==> src/rtl/mem_channel_arbiter.sv <==
// mem_channel_arbiter: shares NUM_CHANNELS memory channels among NUM_CONSUMERS
// LSUs. Each channel serves one request at a time through its own handshake
// FSM; idle channels pick new owners round-robin from a shared pointer.
module mem_channel_arbiter #(
  parameter int ADDR_BITS     = 8,
  parameter int DATA_BITS     = 16,
  parameter int NUM_CONSUMERS = 8,
  parameter int NUM_CHANNELS  = 2
) (
  input  logic                                     clk,
  input  logic                                     reset,

  input  logic [NUM_CONSUMERS-1:0]                 consumer_read_valid,
  input  logic [NUM_CONSUMERS-1:0][ADDR_BITS-1:0]  consumer_read_address,
  output logic [NUM_CONSUMERS-1:0]                 consumer_read_ready,
  output logic [NUM_CONSUMERS-1:0][DATA_BITS-1:0]  consumer_read_data,
  input  logic [NUM_CONSUMERS-1:0]                 consumer_write_valid,
  input  logic [NUM_CONSUMERS-1:0][ADDR_BITS-1:0]  consumer_write_address,
  input  logic [NUM_CONSUMERS-1:0][DATA_BITS-1:0]  consumer_write_data,
  output logic [NUM_CONSUMERS-1:0]                 consumer_write_ready,

  output logic [NUM_CHANNELS-1:0]                  mem_read_valid,
  output logic [NUM_CHANNELS-1:0][ADDR_BITS-1:0]   mem_read_address,
  input  logic [NUM_CHANNELS-1:0]                  mem_read_ready,
  input  logic [NUM_CHANNELS-1:0][DATA_BITS-1:0]   mem_read_data,
  output logic [NUM_CHANNELS-1:0]                  mem_write_valid,
  output logic [NUM_CHANNELS-1:0][ADDR_BITS-1:0]   mem_write_address,
  output logic [NUM_CHANNELS-1:0][DATA_BITS-1:0]   mem_write_data,
  input  logic [NUM_CHANNELS-1:0]                  mem_write_ready,
  output logic [NUM_CHANNELS-1:0]                  channel_busy
);

  localparam int          CW = (NUM_CONSUMERS > 1) ? $clog2(NUM_CONSUMERS) : 1;
  localparam int unsigned NC = NUM_CONSUMERS;

  typedef enum logic [2:0] {
    IDLE,
    READ_WAIT,
    WRITE_WAIT,
    RESPOND,
    DRAIN
  } state_t;

  state_t                                  state_q [NUM_CHANNELS];
  state_t                                  state_d [NUM_CHANNELS];
  logic [NUM_CHANNELS-1:0][CW-1:0]         owner_q, owner_d;
  logic [NUM_CHANNELS-1:0]                 served_read_q, served_read_d;
  logic [CW-1:0]                           rr_ptr_q, rr_ptr_d;

  logic [NUM_CHANNELS-1:0]                 mem_read_valid_q, mem_read_valid_d;
  logic [NUM_CHANNELS-1:0]                 mem_write_valid_q, mem_write_valid_d;
  logic [NUM_CHANNELS-1:0][ADDR_BITS-1:0]  mem_read_address_q, mem_read_address_d;
  logic [NUM_CHANNELS-1:0][ADDR_BITS-1:0]  mem_write_address_q, mem_write_address_d;
  logic [NUM_CHANNELS-1:0][DATA_BITS-1:0]  mem_write_data_q, mem_write_data_d;
  logic [NUM_CHANNELS-1:0]                 channel_busy_q, channel_busy_d;
  logic [NUM_CONSUMERS-1:0]                consumer_read_ready_q, consumer_read_ready_d;
  logic [NUM_CONSUMERS-1:0]                consumer_write_ready_q, consumer_write_ready_d;
  logic [NUM_CONSUMERS-1:0][DATA_BITS-1:0] consumer_read_data_q, consumer_read_data_d;

  // Arbitration scratch
  logic [NUM_CONSUMERS-1:0]                owned;
  logic [NUM_CONSUMERS-1:0]                taken;
  logic                                    found;
  logic                                    granted;
  logic [CW-1:0]                           last_grant;
  logic [CW-1:0]                           cand;
  int unsigned                             sum;

  // Next-state: per-channel handshake plus one round-robin grant pass over idle channels
  always_comb begin
    state_d                = state_q;
    owner_d                = owner_q;
    served_read_d          = served_read_q;
    rr_ptr_d               = rr_ptr_q;
    mem_read_valid_d       = mem_read_valid_q;
    mem_write_valid_d      = mem_write_valid_q;
    mem_read_address_d     = mem_read_address_q;
    mem_write_address_d    = mem_write_address_q;
    mem_write_data_d       = mem_write_data_q;
    consumer_read_data_d   = consumer_read_data_q;
    consumer_read_ready_d  = '0;
    consumer_write_ready_d = '0;
    channel_busy_d         = '0;
    owned                  = '0;
    taken                  = '0;
    found                  = 1'b0;
    granted                = 1'b0;
    last_grant             = '0;
    cand                   = '0;
    sum                    = '0;

    // A consumer held by any non-idle channel (WAIT, RESPOND or DRAIN) is not eligible
    for (int unsigned ch = 0; ch < NUM_CHANNELS; ch++) begin
      if (state_q[ch] != IDLE) owned[owner_q[ch]] = 1'b1;
    end

    for (int unsigned ch = 0; ch < NUM_CHANNELS; ch++) begin
      case (state_q[ch])
        IDLE: begin
          found = 1'b0;
          for (int unsigned k = 0; k < NC; k++) begin
            sum = 32'(rr_ptr_q) + k;
            if (sum >= NC) sum = sum - NC;
            cand = CW'(sum);
            if (!found && (consumer_read_valid[cand] || consumer_write_valid[cand]) &&
                !owned[cand] && !taken[cand]) begin
              found       = 1'b1;
              taken[cand] = 1'b1;
              granted     = 1'b1;
              last_grant  = cand;
              owner_d[ch] = cand;
              if (consumer_read_valid[cand]) begin
                state_d[ch]            = READ_WAIT;
                served_read_d[ch]      = 1'b1;
                mem_read_valid_d[ch]   = 1'b1;
                mem_read_address_d[ch] = consumer_read_address[cand];
              end else begin
                state_d[ch]             = WRITE_WAIT;
                served_read_d[ch]       = 1'b0;
                mem_write_valid_d[ch]   = 1'b1;
                mem_write_address_d[ch] = consumer_write_address[cand];
                mem_write_data_d[ch]    = consumer_write_data[cand];
              end
            end
          end
        end
        READ_WAIT: begin
          if (mem_read_ready[ch]) begin
            consumer_read_data_d[owner_q[ch]]  = mem_read_data[ch];
            consumer_read_ready_d[owner_q[ch]] = 1'b1;
            mem_read_valid_d[ch]               = 1'b0;
            state_d[ch]                        = RESPOND;
          end
        end
        WRITE_WAIT: begin
          if (mem_write_ready[ch]) begin
            consumer_write_ready_d[owner_q[ch]] = 1'b1;
            mem_write_valid_d[ch]               = 1'b0;
            state_d[ch]                         = RESPOND;
          end
        end
        RESPOND: state_d[ch] = DRAIN;
        DRAIN: begin
          if (served_read_q[ch] ? !consumer_read_valid[owner_q[ch]]
                                : !consumer_write_valid[owner_q[ch]])
            state_d[ch] = IDLE;
        end
        default: state_d[ch] = IDLE;
      endcase
      channel_busy_d[ch] = (state_d[ch] != IDLE);
    end

    if (granted) rr_ptr_d = (last_grant == CW'(NC - 1)) ? '0 : last_grant + 1'b1;
  end

  // State and registered outputs; the consumer ready pulse is registered on
  // entry to RESPOND so it is high exactly for the RESPOND cycle
  always_ff @(posedge clk or negedge reset) begin
    if (!reset) begin
      for (int unsigned ch = 0; ch < NUM_CHANNELS; ch++) state_q[ch] <= IDLE;
      owner_q                <= '0;
      served_read_q          <= '0;
      rr_ptr_q               <= '0;
      mem_read_valid_q       <= '0;
      mem_write_valid_q      <= '0;
      mem_read_address_q     <= '0;
      mem_write_address_q    <= '0;
      mem_write_data_q       <= '0;
      channel_busy_q         <= '0;
      consumer_read_ready_q  <= '0;
      consumer_write_ready_q <= '0;
      consumer_read_data_q   <= '0;
    end else begin
      for (int unsigned ch = 0; ch < NUM_CHANNELS; ch++) state_q[ch] <= state_d[ch];
      owner_q                <= owner_d;
      served_read_q          <= served_read_d;
      rr_ptr_q               <= rr_ptr_d;
      mem_read_valid_q       <= mem_read_valid_d;
      mem_write_valid_q      <= mem_write_valid_d;
      mem_read_address_q     <= mem_read_address_d;
      mem_write_address_q    <= mem_write_address_d;
      mem_write_data_q       <= mem_write_data_d;
      channel_busy_q         <= channel_busy_d;
      consumer_read_ready_q  <= consumer_read_ready_d;
      consumer_write_ready_q <= consumer_write_ready_d;
      consumer_read_data_q   <= consumer_read_data_d;
    end
  end

  assign mem_read_valid       = mem_read_valid_q;
  assign mem_write_valid      = mem_write_valid_q;
  assign mem_read_address     = mem_read_address_q;
  assign mem_write_address    = mem_write_address_q;
  assign mem_write_data       = mem_write_data_q;
  assign channel_busy         = channel_busy_q;
  assign consumer_read_ready  = consumer_read_ready_q;
  assign consumer_write_ready = consumer_write_ready_q;
  assign consumer_read_data   = consumer_read_data_q;

endmodule
==> config.mk <==
export PLATFORM = sky130hd
export DESIGN_NAME = mem_channel_arbiter
export DESIGN_NICKNAME = d
export VERILOG_FILES = /design/src/rtl/mem_channel_arbiter.sv
export SDC_FILE = /design/constraint.sdc
export NUM_CORES = 2
export LEC_CHECK = 0
export ABC_AREA = 1
export CAP_MARGIN = 10
export CORE_MARGIN = 3
export CORE_UTILIZATION = 35
export DETAILED_ROUTE_END_ITERATION = 16
export HOLD_SLACK_MARGIN = 0.1
export PLACE_DENSITY_LB_ADDON = 0.05
export SLEW_MARGIN = 5
export SYNTH_ARGS = -nofsm -noshare
export SYNTH_HDL_FRONTEND = slang
export SYNTH_SLANG_ARGS = --single-unit
==> constraint.sdc <==
create_clock -name clk -period 9.1 [get_ports clk]
set_input_delay 1.82 -clock clk [delete_from_list [all_inputs] [get_ports clk]]
set_output_delay 1.82 -clock clk [all_outputs]
set_load 0.02 [all_outputs]
==> results.toml <==
[die]
die_x_um = 290.1
core_mm2 = 0.07952
die-area_mm2 = 0.08413
start_util_pct = 35.52
pin_count = 524
std_cell_rows = 103
die_h_um = 290.1

[sta]
slew_headroom_pct = 21.24
finalSetupViolCount = 0
tightestPinTransition_ns = 1.180
finalMaxSlewViolations = 0
setup_tns_ns = 0
fmax_mhz = 122.4
finalHoldViolations = 0
min_period_ns = 8.173
period_share_pct = 89.82
whs_ns = 0.5197
rsz0062_at_grt = "false"
skew_ns = 0.02737

[clock_network]
post_cts_buffers = 0
post_cts_resized = 0
cts_buffers = 30
clkSinkCount = 231
cts_tree = "done"
hold_buffers = 0
max-clock-path-buffers = 3
htree_levels = 1
clkLatencyLatePin_ns = 0.63
ctsRootBufferMaster = "clkbuf_16"
path_clk_slew_ns = 0.06

[synthesis]
synth-seq-area-share_pct = 20.47
synth_edf_count = 0
synth.distinct_cells = 56
synth_seq_cells = 231
yosys_warnings = 0
syn_inst = 5175
ys.flop_type = "dfrtp_1"
syn_avg_cell_area_um2 = 5.457
synth_area_mm2 = 0.02824
synth-async-reset-ratio_pct = 100.0
syn_nets = 5497

[setup_path]
crit_path_top_delay_cell = "clkdlybuf4s50_1"
max_stage_delay_ns = 0.55
endpoint_kind = "flip-flop"
required_ns = 9.55
startpoint_type = "primary input"
critical_path.max_fanout = 17
worstSetupPathType = "primary input to flip-flop"
crit_arrival_ns = 8.63

[final_layout]
fillCellCount = 8708
area_delta_synth_final_pct = 24.92
layout-drive-gt1-share_pct = 5.312
nets = 5797

[route]
drt_iter0_drc = 4645
drc = 0
firstDrtPassIters = 6
drt.antenna.violating_nets = 0
via_per_inst = 5.728
wl_um = 164100
via_count = 37640
detail_route.wl_per_cell_um = 24.97

[global_route]
grt_pass1_wl_um = 236400
grt_max_degree = 134
grt_overflow = 0
antenna_found_initial = 27
grt_pass1_vias = 34470
track_usage_pct = 37.21

[job]
cap_violations = 0

[place]
portBuffers = 523
dp_hpwl_um = 123400
place.gp.congestion = 0.9868

[run_status]
status = "complete, no violations"

[min_path]
min_path_type = "flip-flop to flip-flop"
path summary, 6_finish.rpt:
kind / start / depth (start not counted) / end / slack (ns)
max in group asynchronous: reset / 2 / rr_ptr_q[1]$_DFFE_PN0P_ / 6.49
hold / removal: mem_write_address[14]$_DFFE_PN0P_ / 2 / mem_write_address[14]$_DFFE_PN0P_ / 0.52
hold reg to reg: mem_write_address[14]$_DFFE_PN0P_ / 2 / mem_write_address[14]$_DFFE_PN0P_ / 0.52
setup reg to reg: rr_ptr_q[0]$_DFFE_PN0P_ / 52 / rr_ptr_q[2]$_DFFE_PN0P_ / 1.14
setup / recovery: consumer_read_valid[7] / 48 / rr_ptr_q[2]$_DFFE_PN0P_ / 0.93
min in group asynchronous: reset / 1 / consumer_read_data[44]$_DFF_PN0_ / 1.26
stage by stage:
stage	instance area (um^2)	util [%]	instances	setup WS, ns
2_1_floorplan	28240	-	5175	1.441
3_3_place_gp	34220	43.04	6493	0.5156
3_5_place_dp	34220	43.04	6493	0.4231
4_1_cts	35220	44.30	6547	1.041
5_1_grt	35270	44.36	6567	0.1609
6_report	35280	44.37	6570	0.9268
cell families after synthesis:
| group | share of synthesized area [%] |
|---|---|
| simple gates | 40.82 |
| flops | 20.47 |
| fa+ha+maj | 0.5316 |
| compound gates | 25.50 |
| mux | 2.273 |
| buf+inv | 10.41 |
synthesized netlist by cell type, drive strengths merged, types with 22 or more instances:
cell type	n	area, um^2
nand4	22	162.7
o22ai	38	237.7
nand2	2039	7746
a21oi	123	638.1
nand3	420	2180
nor2	306	1234
dfrtp	231	5781
o211ai	78	585.6
clkbuf	240	907.1
o21ai	958	4798
a31oi	22	137.6
nor3	27	156.4
o21a	22	165.2
buf	130	685.7
mux2i	63	630.6
inv	353	1328
cell type report:
class	count	area, um^2	area share [%]
Tap cell	1050	1314	3.724
Antenna cell	23	57.56	0.1631
Multi-Input combinational cell	4216	19600	55.55
Timing Repair Buffer	638	6166	17.48
Clock buffer	42	865.8	2.454
Sequential cell	231	5788	16.41
Inverter	358	1358	3.848
Clock inverter	12	133.9	0.3795
registers in the layout, indices dropped and copies added (netlist names):
| name | cells |
|---|---|
| channel_busy | 2 |
| consumer_read_data | 128 |
| consumer_read_ready | 8 |
| consumer_write_ready | 8 |
| mem_read_address | 16 |
| mem_read_valid | 2 |
| mem_write_address | 16 |
| mem_write_data | 32 |
| mem_write_valid | 2 |
| owner_q | 6 |
| rr_ptr_q | 3 |
| served_read_q | 2 |
| state_q | 6 |
critical path, delay by kind of cell:
| kind | cells | cell delay (ns) |
|---|---|---|
| simple gates | 37 | 4.76 |
| fa+ha+maj | 2 | 0.45 |
| compound gates | 6 | 0.93 |
| buf+inv | 3 | 0.68 |
layout by cell type, fill, tap and decap left out, types with 23 or more instances in the layout:
cell type	count
nand2_1	2016
nor2_1	270
o21ai_1	32
o22ai_1	38
clkbuf_16	30
inv_2	29
o211ai_1	78
nor2_2	28
dfrtp_1	229
diode_2	23
buf_4	110
nor3_1	24
o21ai_0	925
nand3_1	408
mux2i_1	63
a21oi_1	119
inv_1	319
clkdlybuf4s50_1	522
routing by layer:
metal	wire (um)	GRT usage, %
met4	8261	16.57
met5	62	0
met2	74030	60.14
met1	66690	48.95
met3	15020	5.786
Power is left out: the tool's default activity adds up to more than one toggle a clock period on the data nets, which glitch-free logic cannot reach.
